`config.mk`:
```
export PLATFORM = sky130hd
export DESIGN_NAME = instr_fetch_issue
export DESIGN_NICKNAME = d
export VERILOG_FILES = /design/src/rtl/mips_pkg.sv /design/src/rtl/next_pc_calc.sv /design/src/rtl/instr_fetch_issue.sv
export SDC_FILE = /design/constraint.sdc
export NUM_CORES = 1
export LEC_CHECK = 0
export CORE_MARGIN = 2
export CORE_UTILIZATION = 45
export DETAILED_ROUTE_END_ITERATION = 10
export PLACE_DENSITY = 0.74
export SLEW_MARGIN = 20
export SYNTH_ARGS = -nofsm -noshare
export SYNTH_HDL_FRONTEND = slang
export SYNTH_HIERARCHICAL = 1
export SYNTH_SLANG_ARGS = --single-unit
export TNS_END_PERCENT = 10
```
`constraint.sdc`:
```
create_clock -name clk -period 3.95 [get_ports clk]
set_clock_uncertainty 0.15 [all_clocks]
set_input_delay 0.79 -clock clk [delete_from_list [all_inputs] [get_ports clk]]
set_output_delay 0.79 -clock clk [all_outputs]
set_load 0.005 [all_outputs]
```
`src/rtl/mips_pkg.sv`:
```
// Shared MIPS definitions: opcodes, instruction field positions and the fetch FSM state type.
package mips_pkg;

  localparam logic [5:0] OP_RTYPE = 6'h00;
  localparam logic [5:0] OP_J     = 6'h02;
  localparam logic [5:0] OP_BEQ   = 6'h04;
  localparam logic [5:0] OP_BNE   = 6'h05;

  localparam int OPC_LSB   = 26;
  localparam int RS_LSB    = 21;
  localparam int RT_LSB    = 16;
  localparam int RD_LSB    = 11;
  localparam int SHAMT_LSB = 6;
  localparam int FUNCT_LSB = 0;
  localparam int IMM_LSB   = 0;
  localparam int JIDX_W    = 26;

  typedef enum logic {FETCH, ISSUE} fetch_state_t;

  function automatic logic is_cond_branch(input logic [5:0] op);
    return (op == OP_BEQ) || (op == OP_BNE);
  endfunction

endpackage

```
`src/rtl/next_pc_calc.sv`:
```
// Combinational next-PC for the instruction held in the issue registers (beq/bne/j, else pc+4).
module next_pc_calc
  import mips_pkg::*;
(
  input  logic [31:0] pc,
  input  logic [31:0] instr,
  input  logic        sig_branch,
  output logic [31:0] next_pc
);

  logic [31:0] pc4;
  logic [15:0] imm;

  always_comb begin
    pc4     = pc + 32'd4;
    imm     = instr[IMM_LSB +: 16];
    next_pc = pc4;
    if (is_cond_branch(instr[OPC_LSB +: 6])) begin
      if (sig_branch) next_pc = pc4 + {{14{imm[15]}}, imm, 2'b00};
    end else if (instr[OPC_LSB +: 6] == OP_J) begin
      next_pc = {pc4[31:28], instr[JIDX_W-1:0], 2'b00};
    end
  end

endmodule

```
`src/rtl/instr_fetch_issue.sv`:
```
// PC owner, instruction fetch over req/ack, and field issue under valid/ready.
// Optional macro BRANCH_DELAY_SLOT_EN enables a one-instruction branch delay slot.
module instr_fetch_issue
  import mips_pkg::*;
#(
  parameter logic [31:0] RESET_PC = 32'h0000_0000
) (
  input  logic        clk,
  input  logic        rst_n,
  output logic        imem_req,
  output logic [31:0] imem_addr,
  input  logic        imem_ack,
  input  logic [31:0] imem_rdata,
  output logic        issue_valid,
  input  logic        issue_ready,
  output logic [5:0]  opcode,
  output logic [5:0]  alu_control,
  output logic [4:0]  shamt,
  output logic [15:0] immediate,
  output logic [4:0]  rs_addr,
  output logic [4:0]  rt_addr,
  output logic [4:0]  rd_addr,
  input  logic        sig_branch,
  output logic [31:0] pc
);

  fetch_state_t state_q;
  logic         req_q, valid_q;
  logic [31:0]  instr_q, pc_q, next_pc_d;

  next_pc_calc u_npc (
    .pc         (pc_q),
    .instr      (instr_q),
    .sig_branch (sig_branch),
    .next_pc    (next_pc_d)
  );

`ifdef BRANCH_DELAY_SLOT_EN
  logic [31:0] delay_target_q;
  logic        slot_pending_q;
  logic        redirect;
  assign redirect = (is_cond_branch(instr_q[OPC_LSB +: 6]) && sig_branch) ||
                    (instr_q[OPC_LSB +: 6] == OP_J);
`endif

  always_ff @(posedge clk) begin
    if (!rst_n) begin
      state_q <= FETCH;
      req_q   <= 1'b0;
      valid_q <= 1'b0;
      instr_q <= '0;
      pc_q    <= RESET_PC;
`ifdef BRANCH_DELAY_SLOT_EN
      delay_target_q <= '0;
      slot_pending_q <= 1'b0;
`endif
    end else begin
      case (state_q)
        FETCH: begin
          if (!req_q) begin
            req_q <= 1'b1;
          end else if (imem_ack) begin
            instr_q <= imem_rdata;
            req_q   <= 1'b0;
            valid_q <= 1'b1;
            state_q <= ISSUE;
          end
        end
        ISSUE: begin
          if (issue_ready) begin
            valid_q <= 1'b0;
            state_q <= FETCH;
`ifdef BRANCH_DELAY_SLOT_EN
            // The slot instruction always falls through to the saved target, even if it branches itself.
            if (slot_pending_q) begin
              pc_q           <= delay_target_q;
              slot_pending_q <= 1'b0;
            end else if (redirect) begin
              pc_q           <= pc_q + 32'd4;
              delay_target_q <= next_pc_d;
              slot_pending_q <= 1'b1;
            end else begin
              pc_q <= next_pc_d;
            end
`else
            pc_q <= next_pc_d;
`endif
          end
        end
        default: state_q <= FETCH;
      endcase
    end
  end

  assign imem_req    = req_q;
  assign imem_addr   = pc_q;
  assign pc          = pc_q;
  assign issue_valid = valid_q;
  assign opcode      = instr_q[OPC_LSB +: 6];
  assign rs_addr     = instr_q[RS_LSB +: 5];
  assign rt_addr     = instr_q[RT_LSB +: 5];
  assign rd_addr     = instr_q[RD_LSB +: 5];
  assign shamt       = instr_q[SHAMT_LSB +: 5];
  assign alu_control = instr_q[FUNCT_LSB +: 6];
  assign immediate   = instr_q[IMM_LSB +: 16];

endmodule

```
==> results.ini, run 1 <==
[synthesis]
syn_avg_cell_area_um2=7.87
synthFlopType=dfxtp_1
async_flop_share=0
synth-seq-cells=67
synth_area_mm2=0.00603
synth_edf_count=0
syn_nets=842
ys_seq_area_frac=0.222
netlist_instances=767
synth-warning-count=6
ys_types=65

[finish]
layout_commonest_cell=clkdlybuf4s50_1
layout_common_cells=clkdlybuf4s50_1, nand2_1, dfxtp_1
n_antenna_cell=0
fin_util=0.600
drive_gt1_frac=0.128
synthToLayoutAreaGrowth_pct=31.1
nNetsFinal=953

[global_routing]
grt_max_degree=100
gr-total-overflow=0
grt_pass1_wl_um=29000
grt_pass1_vias=5459
antenna_found_initial=0
grt_use_total=0.253

[clock_tree]
clock_sinks=67
path_clk_slew_ns=0.06
clk_latency_ns=0.35
numCtsBuffers=9
ctsHtreeMaxLevel=3
clock_path_buffers=2
cts_tree=built
hold_buffers=0
clock-root-buffer=clkbuf_16

[run]
max-cap-violations=0

[timing]
slew_violations=0
worst_slew_pin_slew_ns=1.02
period_minus_slack_ns=3.78
hold_violations=0
timing.fmax_mhz=265
rsz0062_at_grt=true
finalWorstSetupSlack_ns=0.170
slew_headroom=0.319
period_share=0.957
tns_ns=0
setup_viol=0

[route]
wire_per_inst_um=17.1
antenna_left=0
wirelength_um=18200
dr.pass1.iters=7
post_drt_via_cell_ratio=5.66
drc_errors=0
drtIter0Drc=448
route.vias.total=5990

[run_status]
status=complete, no violations

[placement]
place.gp.congestion=1.02
io_buffers=150
post-dp-hpwl_um=13100
place_ws_ns=-0.0497

[floorplanning]
pin_count=151
fp.coreArea_mm2=0.0132
die_w_um=120
dieArea_mm2=0.0144
initial_core_util=0.458
placementRows=42
die_y_um=120

[worst_setup_path]
path_buf_inv=0
path_max_fanout=8
path_class=reg2reg
worst_ep_arrival_time_ns=3.87
path_cells=and3_4, nand3_1, or3_4, nor2_4, xor2_2, ha_2, nand2_1, nor3_1, a211o_1, a21o_1, o21ai_2, a21oi_1, xnor2_1, a21oi_1, and3_1, o21a_1
critPathRequiredTime_ns=4.04
cp-end-kind=register
start_kind=register
crit_family=simple AND/OR/NAND/NOR gates
slowest_delay_ns=0.47
cpMostUsedCell=a21oi_1
cp_slowest_cell=or3_4

[power]
power.total_w=0.00183
ir_worst_vdd_mv=0.209
pwr_density_cell_mw_per_mm2=231
leakagePower_nw=3.22

[hold_path]
hold_class=reg2reg

## path summary, 6_finish.rpt
| kind | start | end | cells past startpoint | slack [ns] |
|---|---|---|---|---|
| worst min register to register | instr_q[30]$_SDFFE_PN0P_ | instr_q[30]$_SDFFE_PN0P_ | 2 | 0.32 |
| worst min-delay path | instr_q[30]$_SDFFE_PN0P_ | instr_q[30]$_SDFFE_PN0P_ | 2 | 0.32 |
| worst max-delay path | imem_addr[21]$_SDFFE_PN0P_ | imem_addr[29]$_SDFFE_PN0P_ | 16 | 0.17 |
| worst max register to register | imem_addr[21]$_SDFFE_PN0P_ | imem_addr[29]$_SDFFE_PN0P_ | 16 | 0.17 |
## cells in the mapped netlist (2+ instances only)
cell type / n / area (um2)
o21ai_1: 4 / 20.0
a21oi_2: 2 / 17.5
buf_6: 8 / 90.1
nand2_1: 107 / 402
nor2_1: 29 / 109
a21boi_1: 6 / 45.0
xor2_1: 18 / 158
o211ai_1: 7 / 52.6
a21oi_1: 39 / 195
or3_1: 2 / 12.5
a31oi_1: 4 / 25.0
a211oi_1: 3 / 22.5
ha_1: 37 / 463
or4_1: 3 / 22.5
a21o_1: 9 / 67.6
a221o_1: 3 / 30.0
buf_2: 11 / 55.1
and4_1: 3 / 26.3
or2_2: 2 / 12.5
nor3_1: 15 / 75.1
clkbuf_2: 2 / 10.0
and3_1: 42 / 263
xnor2_1: 31 / 272
and3b_1: 2 / 17.5
clkbuf_1: 24 / 90.1
dfxtp_1: 67 / 1340
buf_4: 50 / 375
nand3_1: 18 / 90.1
mux2i_1: 34 / 340
nor2b_1: 7 / 43.8
a222oi_1: 3 / 30.0
a22oi_1: 19 / 143
inv_1: 15 / 56.3
o21bai_1: 8 / 60.1
and2_1: 2 / 12.5
a21boi_0: 27 / 203
a211o_1: 2 / 17.5
o21ai_0: 29 / 145
o21a_1: 37 / 278
nand4_1: 11 / 68.8
## repair_timing
action,in CTS,in global routing
endpoints found under the setup margin,2,13
resized for setup,5,28
pin swaps,0,3
buffers inserted,0,1
gates cloned,0,0
## sequential cells by signal (all words and copies together) (netlist names)
signal	cells
state_q	1
instr_q	32
imem_req	1
issue_valid	1
imem_addr	32
## metal layers
layer,vias to the layer above,global-route usage,share of wire
li1,2922,-,-
met1,2788,0.363,0.47
met2,244,0.375,0.43
met3,36,0.0518,0.080
met4,0,0.0890,0.024
met5,-,0,0
## power by group
group	switching (W)	leakage, nW	internal, W
clock	0.000321	0.135	0.000488
sequential	0.0000275	0.544	0.000697
combinational	0.000149	2.54	0.000143
total	0.000498	3.22	0.00133
## final cells by class
cell class / instances / area [um2]
multi-input combinational: 590 / 4170
timing repair buffer: 195 / 1830
sequential: 67 / 1340
inverter: 15 / 56.3
fill: 1184 / 5280
clock inverter: 6 / 66.3
clock buffer: 10 / 229
tap: 176 / 220
## per-stage QoR
stage                     hold slack (ns)  cell area [um2]  instances
after floorplan                     0.309             6030        767
after global placement              0.307             7470       1042
after detailed placement            0.316             7470       1042
after CTS                           0.327             7780       1058
after global routing                0.362             7910       1059
final                               0.325             7910       1059
## worst reg2reg max path: cells and delay by family, from the launching register on
kind,cells,cell delay (ns)
adder cells (fa/ha/maj),1,0.35
AND/OR/NAND/NOR,7,1.38
flip-flops,1,0.41
XOR/XNOR,2,0.34
AO/OA/AOI/OAI,6,1.06
## kinds of logic after synthesis
logic type / count (synthesis) / synth area share
AO/OA/AOI/OAI: 211 / 0.240
XOR/XNOR: 50 / 0.0738
multiplexers: 35 / 0.0583
buffers and inverters: 110 / 0.112
adder cells (fa/ha/maj): 38 / 0.0800
flip-flops: 67 / 0.222
AND/OR/NAND/NOR: 256 / 0.214
Note: power is estimated with default switching activity, not from simulation.
==> inputs of run 2 (changes only) <==
SKIP_LAST_GASP = 1   (was default)
SLEW_MARGIN = 0   (was 20)
clock period = 4.46 ns   (was 3.95 ns; I/O delays follow)
==> results.ini, run 2 (synthesized netlist as in run 1, its figures left out) <==
[run_status]
status=complete, no violations

[clock_tree]
clock-root-buffer=clkbuf_16
numCtsBuffers=9
hold_buffers=0
clock_sinks=67
cts_tree=built
path_clk_slew_ns=0.06
ctsHtreeMaxLevel=3
clock_path_buffers=2
clk_latency_ns=0.35

[power]
leakagePower_nw=3.01
ir_worst_vdd_mv=0.193
pwr_density_cell_mw_per_mm2=208

[worst_setup_path]
reg2reg_depth=16
r2r_end=imem_addr[24]$_SDFFE_PN0P_
worst_ep_arrival_time_ns=4.39
r2r-start=imem_addr[4]$_SDFFE_PN0P_
path_max_fanout=7
critPathRequiredTime_ns=4.60
start_kind=register
path_class=reg2reg
rrSetupSlack_ns=0.21
cp-end-kind=register

[floorplanning]
pin_count=151
initial_core_util=0.458
die_y_um=120
fp.coreArea_mm2=0.0132
dieArea_mm2=0.0144
placementRows=42
die_w_um=120

[route]
post_drt_via_cell_ratio=5.65
wire_per_inst_um=17.0
wirelength_um=17400
route.vias.total=5799
antenna_left=0
drtIter0Drc=382
drc_errors=0
dr.pass1.iters=6

[hold_path]
hp-start=instr_q[29]$_SDFFE_PN0P_
holdPathStages=2
min_to=instr_q[29]$_SDFFE_PN0P_
hold_class=reg2reg

[placement]
post-dp-hpwl_um=12500
place_inst=1010
post_dp_cell_area_mm2=0.00723
place.gp.congestion=0.954
io_buffers=150

[timing]
slew_headroom=0.294
rsz0062_at_grt=false
timing.fmax_mhz=236
slew_violations=0
worst_slew_pin_slew_ns=1.06
tns_ns=0
setup_viol=0
period_minus_slack_ns=4.25
period_share=0.952
hold_violations=0

[run]
max-cap-violations=0

[finish]
drive_gt1_frac=0.0624
n_fill_cell=1215
n_antenna_cell=0
nNetsFinal=920
layout_common_cells=clkdlybuf4s50_1, nand2_1, dfxtp_1
fin_cells=1026
synthToLayoutAreaGrowth_pct=24.4
stdcell_area_mm2=0.00751
layout_commonest_cell=clkdlybuf4s50_1

[global_routing]
grt_max_degree=100
gr-total-overflow=0
antenna_found_initial=0
grt_use_total=0.241
grt_pass1_wl_um=27800
grt_pass1_vias=5308

-- run 2: where the power goes --
group          internal [W]  switching, W  leakage (nW)
logic              0.000122      0.000127          2.33
registers          0.000617     0.0000254         0.543
clock network      0.000379      0.000293         0.140
total               0.00112      0.000445          3.01
-- run 2: how the worst max path moves through the flow --
| stage | from | endpoint | slack (ns) |
|---|---|---|---|
| detailed placement | imem_addr[4]$_SDFFE_PN0P_ | imem_addr[31]$_SDFFE_PN0P_ | 0.17 |
| global placement | imem_addr[4]$_SDFFE_PN0P_ | imem_addr[24]$_SDFFE_PN0P_ | 0.16 |
| CTS | imem_addr[4]$_SDFFE_PN0P_ | imem_addr[24]$_SDFFE_PN0P_ | 0.14 |
| global route | imem_addr[4]$_SDFFE_PN0P_ | imem_addr[24]$_SDFFE_PN0P_ | 0.006 |
| finish | imem_addr[4]$_SDFFE_PN0P_ | imem_addr[24]$_SDFFE_PN0P_ | 0.21 |
| floorplan | imem_addr[4]$_SDFFE_PN0P_ | imem_addr[24]$_SDFFE_PN0P_ | 0.80 |
-- run 2: layout make-up --
type / count / area [um2] / share of cell area
multi-input cells: 590 / 4030 / 0.537
repair buffers: 162 / 1580 / 0.211
flip-flops and latches: 67 / 1340 / 0.179
clock buffers: 9 / 225 / 0.0300
well taps: 176 / 220 / 0.0293
inverters: 15 / 56.3 / 0.00750
clock inverters: 7 / 50.0 / 0.00667
-- run 2: worst max-delay path: stages (launching register included) --
cell     delay (ns)
dfxtp_1        0.43
and3_1         0.24
and2_2         0.24
and3_2         0.35
nand3_1        0.13
xnor2_1        0.30
ha_1           0.33
a21oi_1        0.15
nor2b_1        0.07
or4_1          0.40
a31oi_1        0.22
o31a_1         0.22
nor3_1         0.11
or4_1          0.49
nand3_1        0.09
and3_1         0.15
o21a_1         0.11
-- run 2: what timing repair did --
item / 4_1_cts / 5_1_grt
setup endpoints to repair: 0 / 8
buffers inserted: 0 / 0
resized for setup: 0 / 3
endpoints found under the hold margin: 0 / 0
-- run 2: metal layers --
metal	track usage	vias to the layer above	part of all wire	wire length, um
met3	0.0580	16	0.083	1450
met2	0.364	229	0.44	7590
met4	0.0640	0	0.011	195
met1	0.342	2709	0.47	8180
li1	-	2845	-	-
met5	0	-	0	0
-- run 2: per-stage QoR --
stage               worst slack, ns  power, W  hold WS (ns)  utilization
global route                0.00640   0.00162         0.343        0.569
finish                        0.214   0.00156         0.332        0.569
detailed placement            0.172  0.000902         0.318        0.548
CTS                           0.140   0.00157         0.329        0.569
global placement              0.161  0.000901         0.307        0.548
floorplan                     0.803  0.000798         0.309            -
==> inputs of run 3 (changes only) <==
CORE_UTILIZATION = 23   (was 45)
PLACE_DENSITY = default   (was 0.74)
==> results.ini, run 3 (synthesized netlist as in run 1, its figures left out) <==
[run_status]
status=complete, no violations

[worst_setup_path]
path_class=reg2reg
reg2reg_depth=15
r2r-start=imem_addr[4]$_SDFFE_PN0P_
rrSetupSlack_ns=0.22
r2r_end=imem_addr[22]$_SDFFE_PN0P_
worst_ep_arrival_time_ns=4.33
path_max_fanout=7
start_kind=register
startpoint=imem_addr[4]$_SDFFE_PN0P_
cp-end-kind=register
critPathRequiredTime_ns=4.54
worstSetupEndpoint=imem_addr[22]$_SDFFE_PN0P_

[floorplanning]
pin_count=151
fp.coreArea_mm2=0.0259
die_y_um=166
die_w_um=166
initial_core_util=0.233
dieArea_mm2=0.0275
placementRows=59

[global_routing]
grt_pass1_vias=5544
gr-total-overflow=0
grt_use_total=0.143
grt_pass1_wl_um=31400
grt_max_degree=100
antenna_found_initial=0

[power]
ir_worst_vdd_mv=0.169
leakagePower_nw=3.06
p_clk_frac=0.472
sw_frac_of_total=0.264
pwr-share-seq=0.381
p_sw_w=0.000448
p_int_w=0.00125
pwr_density_cell_mw_per_mm2=217
p_comb_frac=0.147

[clock_tree]
clock_sinks=67
clock-root-buffer=clkbuf_16
cts_tree=built
ctsHtreeMaxLevel=3
clk_latency_ns=0.35
hold_buffers=0
numCtsBuffers=9
path_clk_slew_ns=0.06
cts_setup_buffers=0
clock_path_buffers=2

[hold_path]
holdPathStages=2
hold_class=reg2reg

[finish]
synthToLayoutAreaGrowth_pct=29.3
layout_common_cells=clkdlybuf4s50_1, nand2_1, dfxtp_1
layout_commonest_cell=clkdlybuf4s50_1
n_antenna_cell=0
drive_gt1_frac=0.0666
nNetsFinal=926
n_fill_cell=2718

[run]
max-cap-violations=0

[timing]
slew_headroom=0.318
timing.fmax_mhz=236
period_minus_slack_ns=4.24
setup_viol=0
rsz0062_at_grt=false
tns_ns=0
finalWorstSetupSlack_ns=0.216
period_share=0.952
slew_violations=0
hold_violations=0
worst_slew_pin_slew_ns=1.02

[route]
dr.pass1.iters=5
wire_per_inst_um=16.9
post_drt_via_cell_ratio=4.91
antenna_left=0
drc_errors=0
wirelength_um=20100
drtIter0Drc=378
route.vias.total=5850

[placement]
post-dp-hpwl_um=15000
place.gp.congestion=0.949
io_buffers=150
place_ws_ns=0.176

## run 3: cell types whose count changed in the layout (fill, tap and decap cells not counted), sizes merged
cell	before	now
buf	14	20
clkinv	5	1
bufinv	0	2
clkbuf	9	11
clkinvlp	0	1
inv	17	16
## run 3: repair_timing
action / CTS / global route
resized for setup: 0 / 1
hold endpoints to repair: 0 / 0
setup endpoints to repair: 0 / 10
## run 3: routing by layer
metal | share of wire | global-route usage | up-vias
met5 | 0 | 0 | -
met4 | 0.018 | 0.0461 | 0
met3 | 0.060 | 0.0324 | 23
met2 | 0.45 | 0.221 | 213
met1 | 0.48 | 0.196 | 2757
li1 | - | - | 2857
## run 3: final cells by class
class                           instances  area [um2]  share of cell area
Multi-Input combinational cell        590        4030               0.516
Timing Repair Buffer                  168        1630               0.209
Sequential cell                        67        1340               0.172
Tap cell                              335         419              0.0537
Clock buffer                           11         243              0.0311
Clock inverter                          5        85.1              0.0109
Inverter                               15        56.3             0.00722
## run 3: worst min-delay path by stage
stage,to,slack [ns],start
6_report,instr_q[30]$_SDFFE_PN0P_,0.32,instr_q[30]$_SDFFE_PN0P_
5_1_grt,instr_q[31]$_SDFFE_PN0P_,0.35,instr_q[31]$_SDFFE_PN0P_
4_1_cts,instr_q[30]$_SDFFE_PN0P_,0.32,instr_q[30]$_SDFFE_PN0P_
3_5_place_dp,instr_q[30]$_SDFFE_PN0P_,0.31,instr_q[30]$_SDFFE_PN0P_
3_3_place_gp,instr_q[30]$_SDFFE_PN0P_,0.31,instr_q[30]$_SDFFE_PN0P_
2_1_floorplan,instr_q[30]$_SDFFE_PN0P_,0.31,instr_q[30]$_SDFFE_PN0P_
## run 3: power groups by stage
stage,clock (W),combinational (W),sequential [W]
2_1_floorplan,0,0.000148,0.000651
3_3_place_gp,0,0.000249,0.000659
3_5_place_dp,0,0.000250,0.000659
4_1_cts,0.000819,0.000251,0.000646
5_1_grt,0.000845,0.000273,0.000649
6_report,0.000800,0.000249,0.000646
## run 3: worst max-delay path, stage by stage (launching register included)
cell and delay (ns):
dfxtp_1 0.46, and3_1 0.25, and2_2 0.22, and3_2 0.33
nand4_1 0.16, xnor2_1 0.27, ha_1 0.37, a21o_1 0.23
a21o_1 0.20, a21o_1 0.22, or3b_4 0.44, a21oi_1 0.14
nor3_1 0.06, a221o_1 0.28, and3_1 0.17, o21a_1 0.18
## run 3: metrics by stage
| step | std cells | hold slack (ns) | cell area [um2] | total power (W) | util |
|---|---|---|---|---|---|
| 6_report | 1191 | 0.316 | 7800 | 0.00169 | 0.301 |
| 5_1_grt | 1191 | 0.349 | 7800 | 0.00177 | 0.301 |
| 3_3_place_gp | 1175 | 0.309 | 7470 | 0.000908 | 0.288 |
| 2_1_floorplan | 767 | 0.309 | 6030 | 0.000798 | - |
| 4_1_cts | 1191 | 0.322 | 7800 | 0.00172 | 0.301 |
| 3_5_place_dp | 1175 | 0.311 | 7470 | 0.000910 | 0.288 |
